**src/rtl/stopwatch_ctrl.sv**
```systemverilog
// -----------------------------------------------------------------------------
// stopwatch_ctrl
//
// Front-end control for the seconds-counter display chain. Two raw, bouncy,
// active-low push-buttons are synchronized and debounced. An accepted press
// drives a start/stop/clear state machine. The state machine feeds the
// downstream counter's enable and asynchronous clear.
//
// Parameters
//   DEBOUNCE_CYCLES : cycles a synchronized key level must persist before it
//                     is accepted (>= 2). The default is 20 ms at 50 MHz.
//
// Ports
//   clk       in   system clock
//   aclr      in   asynchronous active-low reset
//   key_ss_n  in   raw start/stop button, active-low, asynchronous
//   key_clr_n in   raw clear button, active-low, asynchronous
//   run       out  registered counter enable, 1 only while RUNNING
//   clr_n     out  registered active-low clear, one-cycle low per clear press
//   state     out  FSM state for LEDs (IDLE=00, RUNNING=01, PAUSED=10)
// -----------------------------------------------------------------------------
module stopwatch_ctrl #(
    parameter int DEBOUNCE_CYCLES = 1000000
) (
    input  logic       clk,
    input  logic       aclr,
    input  logic       key_ss_n,
    input  logic       key_clr_n,
    output logic       run,
    output logic       clr_n,
    output logic [1:0] state
);

    localparam int CW = (DEBOUNCE_CYCLES > 2) ? $clog2(DEBOUNCE_CYCLES) : 1;
    localparam logic [CW-1:0] CNT_LAST = CW'(DEBOUNCE_CYCLES - 1);

    localparam logic [1:0] ST_IDLE    = 2'b00;
    localparam logic [1:0] ST_RUNNING = 2'b01;
    localparam logic [1:0] ST_PAUSED  = 2'b10;

    // Channel 0 is start/stop, channel 1 is clear.
    logic [1:0] key_raw;
    logic [1:0] press_strobe;

    assign key_raw = {key_clr_n, key_ss_n};

    genvar gi;
    generate
        for (gi = 0; gi < 2; gi++) begin : g_key
            logic          sync1_reg;
            logic          sync_reg;
            logic          stable_reg;
            logic          strobe_reg;
            logic [CW-1:0] cnt_reg;

            // Idle level of a key is 1, so the flops reset to 1. A key that is
            // held through reset then looks like a fresh press.
            always_ff @(posedge clk or negedge aclr) begin
                if (!aclr) begin
                    sync1_reg  <= 1'b1;
                    sync_reg   <= 1'b1;
                    stable_reg <= 1'b1;
                    strobe_reg <= 1'b0;
                    cnt_reg    <= '0;
                end else begin
                    sync1_reg <= key_raw[gi];
                    sync_reg  <= sync1_reg;

                    // The strobe fires only on an accepted 1->0 change. A
                    // release (0->1) updates stable but raises no strobe.
                    strobe_reg <= (sync_reg != stable_reg) && (cnt_reg == CNT_LAST)
                                  && stable_reg;

                    if (sync_reg == stable_reg) begin
                        cnt_reg <= '0;
                    end else if (cnt_reg == CNT_LAST) begin
                        stable_reg <= sync_reg;
                        cnt_reg    <= '0;
                    end else begin
                        cnt_reg <= cnt_reg + CW'(1);
                    end
                end
            end

            assign press_strobe[gi] = strobe_reg;
        end
    endgenerate

    logic [1:0] state_reg;
    logic [1:0] state_next;
    logic       run_reg;
    logic       clr_n_reg;

    // Clear overrides start/stop in the same cycle. The start/stop strobe is
    // dropped, not held over.
    always_comb begin
        state_next = state_reg;
        if (press_strobe[1]) begin
            state_next = ST_IDLE;
        end else if (press_strobe[0]) begin
            case (state_reg)
                ST_IDLE:    state_next = ST_RUNNING;
                ST_RUNNING: state_next = ST_PAUSED;
                ST_PAUSED:  state_next = ST_RUNNING;
                default:    state_next = ST_IDLE;
            endcase
        end
    end

    // run is registered from next state so that it changes on the same edge
    // as state.
    always_ff @(posedge clk or negedge aclr) begin
        if (!aclr) begin
            state_reg <= ST_IDLE;
            run_reg   <= 1'b0;
            clr_n_reg <= 1'b1;
        end else begin
            state_reg <= state_next;
            run_reg   <= (state_next == ST_RUNNING);
            clr_n_reg <= ~press_strobe[1];
        end
    end

    assign state = state_reg;
    assign run   = run_reg;
    assign clr_n = clr_n_reg;

endmodule

```
**config.mk**
```make
export PLATFORM = sky130hd
export DESIGN_NAME = stopwatch_ctrl
export DESIGN_NICKNAME = d
export VERILOG_FILES = /design/src/rtl/stopwatch_ctrl.sv
export SDC_FILE = /design/constraint.sdc
export NUM_CORES = 1
export LEC_CHECK = 0
export ABC_AREA = 1
export CORE_MARGIN = 4
export CORE_UTILIZATION = 55
export CTS_BUF_LIST = sky130_fd_sc_hd__clkbuf_8
export DETAILED_ROUTE_END_ITERATION = 16
export PLACE_DENSITY = 0.72
export SKIP_LAST_GASP = 1
export SLEW_MARGIN = 20
export SYNTH_ARGS = -nofsm -noshare
export SYNTH_HDL_FRONTEND = slang
export SYNTH_SLANG_ARGS = --single-unit
```
**constraint.sdc**
```tcl
create_clock -name clk -period 1.8 [get_ports clk]
set_input_delay 0.36 -clock clk [delete_from_list [all_inputs] [get_ports clk]]
set_output_delay 0.36 -clock clk [all_outputs]
set_load 0.01 [all_outputs]
```
==> results_dict.tcl <==
set metrics [dict create \
    status "complete, no violations" \
    cts_max_level 2 \
    ctsRootBufferMaster "clkbuf_8" \
    drc 0 \
    nets 349 \
    start_util 0.5756 \
    wirelength_um 4952 \
    post_cts_buffers 0 \
    cts_buffers 5 \
    gp_congestion 0.8638 \
    gr-total-overflow 0 \
    cp_cell_sequence "clkdlybuf4s50_1" \
    criticalPathCategory "reg2out" \
    max_freq_mhz 590.2 \
    die-area_um2 6241 \
    route.met3.wl_um 134 \
    cts_sinks 52 \
    vias 2064 \
    syn_nets 330 \
    yosys.area_share.xor_xnor 0.07175 \
    ant_nets 0 \
    synth_fa_ha_area_frac 0.009025 \
    tns_ps 0 \
    vias_per_cell 5.022 \
    antenna_found_initial 0 \
    slew_headroom 0.6985 \
    utilization 0.6400 \
    ctsHoldBuffers 1 \
    dieHeight_um 79 \
    grt_pass1_vias 1955 \
    clock_path_buffers 2 \
    finalHoldViolations 0 \
    portBuffers 7 \
    worst_setup_path_end_kind "output pin" \
    wl_per_cell_um 12.05 \
    cp_top_family "flip-flops" \
    synth_top_family_by_area "simple AND/OR/NAND/NOR gates" \
    reg2reg_to "g_key[0].cnt_reg[9]" \
    synth_simple_gate_area_frac 0.3633 \
    post_cts_resized 0 \
    maxSlewViolCount 0 \
    path_buf_inv 1 \
    synth_warnings 0 \
    fin_crit_ps 1694 \
    hold_end "g_key[1].sync_reg" \
    cp_slowest_stage_delay_ps 520 \
    hp-start "g_key[1].sync1_reg" \
    clock_latency_ps 300 \
    top_layer "met4" \
    first_pass_iters 4 \
    synth-seq-cells 52 \
    grt_pass1_wl_um 8866 \
    synthArstFlopShare 1.000 \
    seq_area_um2 1310 \
    crit_slowest_cell "dfstp_2" \
    ioPinCount 8 \
    rows 25 \
    wl_met1_um 2318 \
    critPathLaunchType "register" \
    path_max_fanout 1 \
    irDropWorstVdd_mv 0.5841 \
    grt_max_degree 23 \
    post-route-worst-setup-slack_ps 105.8 \
    synth_mux_area_frac 0 \
    drtIter0Drc 123 \
    maxCapViolations 0 \
    syn_to_final_growth_pct 11.19 \
    met2_length_um 2431 \
    synth_edf_count 0 \
    yosysSeqAreaShare 0.4725 \
    clk_pin_slew_ps 90 \
    fillers 437 \
    syn_inst 324 \
    fin_crit_sh 0.9412 \
    ys.flop_type "dfrtp_1" \
    synthTopCellsByArea "dfrtp_1, nor2_1, dfstp_2" \
    min_path_cells 0 \
    required_ps 1440 \
    syn_area_per_cell_um2 8.558 \
    setup_viol 0 \
    die_w_um 79 \
    grtUsageTotal 0.1798 \
    r2r_slack_ps 400 \
    skew_ps 6.321 \
    rsz0062_at_grt "false" \
    hp-class "reg2reg" \
    multi_input_area_um2 1335 \
    coreArea_um2 4817 \
    num_antenna_cells 0 \
    synthesis.area_um2 2773 \
    dp_hpwl_um 3860 \
    power_density_nw_per_um2 681.7 \
    p_leak_nw 1.329 \
    critPathArrivalTime_ps 1330 \
    cts_tree "built" \
    rr_worst_depth 6 \
    synth_compound_area_frac 0.03745 \
    ys_types 29 \
    synth.largest_area_cell "dfrtp_1" \
    largest_reg_flops 40 \
    worst_pin_slew_ps 452.3 \
    place_ws_ps 395.9 \
    drive_gt1_frac 0.1948 \
    timing.rr.start "g_key[0].cnt_reg[0]" \
    synth_top_cell_area_share 0.4061 \
]
-- synthesized netlist by cell type (all sizes together), types with 2 or more instances --
library cell	n
nand4	6
o21ai	7
a21oi	7
nand3	31
nand3b	2
ha	2
xor2	12
inv	34
nor2	89
nor3	9
o21bai	3
dfstp	7
dfrtp	45
xnor2	9
nand2	59
-- placed cells by master, fill, tap and decap left out, drive strengths merged --
cell type and count:
a21oi 7, xor2 12, o21ai 7, nor3 9, nand4 6, clkbuf 6
o21bai 3, clkdlybuf4s50 6, a211oi 1, xnor2 9, nor2 89, nand2 59
nand3b 2, dfstp 7, clkinv 1, ha 2, nand3 31, buf 5
inv 34, nor3b 1, dfrtp 45, bufinv 1, dlygate4sd3 1
-- worst max path at each step --
stage | from | endpoint | slack, ps | cells past startpoint
4_1_cts | clr_n | clr_n | 80 | 1
3_3_place_gp | clr_n | clr_n | 430 | 1
2_1_floorplan | g_key[0].cnt_reg[0] | g_key[0].cnt_reg[18] | 560 | 6
3_5_place_dp | g_key[0].cnt_reg[0] | g_key[0].cnt_reg[18] | 400 | 6
6_report | clr_n | clr_n | 110 | 1
5_1_grt | clr_n | clr_n | 60 | 1
-- per-stage QoR --
stage,hold slack (ps),power [mW],std cells,instance area (um^2)
finish,360.5,2.102,411,3083
detailed placement,334.1,1.306,402,2952
global route,367.3,2.198,411,3083
floorplan,64.41,1.259,324,2773
global placement,329.9,1.304,402,2952
CTS,363.3,2.138,411,3083
-- logic make-up (layout without fill, tap and decap cells) --
kind of cell               Yosys count  count (layout)
AOI/OAI and AO/OA                   18              18
xor gates and xnor gates            21              21
adders and majority gates            2               2
buffers and inverters               34              54
DFF                                 52              52
and+or+nand+nor                    197             197
-- power by group --
| group | total, mW | internal (mW) | switching, mW |
|---|---|---|---|
| Clock | 0.819 | 0.454 | 0.365 |
| Combinational | 0.0835 | 0.0296 | 0.0539 |
| Sequential | 1.20 | 1.19 | 0.0121 |
| Total | 2.10 | 1.67 | 0.431 |
-- layout make-up --
type / count / area share
well taps: 67 / 0.02719
flip-flops and latches: 52 / 0.4249
clock inverters: 2 / 0.01258
repair buffers: 12 / 0.03409
inverters: 34 / 0.04140
clock buffers: 6 / 0.02679
multi-input cells: 238 / 0.4330
-- routing by layer --
| metal | track usage | vias up |
|---|---|---|
| met5 | 0 | - |
| met4 | 0.05842 | 0 |
| met2 | 0.3005 | 28 |
| li1 | - | 1067 |
| met1 | 0.2395 | 963 |
| met3 | 0.02834 | 6 |
No activity file was read; power rests on OpenSTA's default activity.
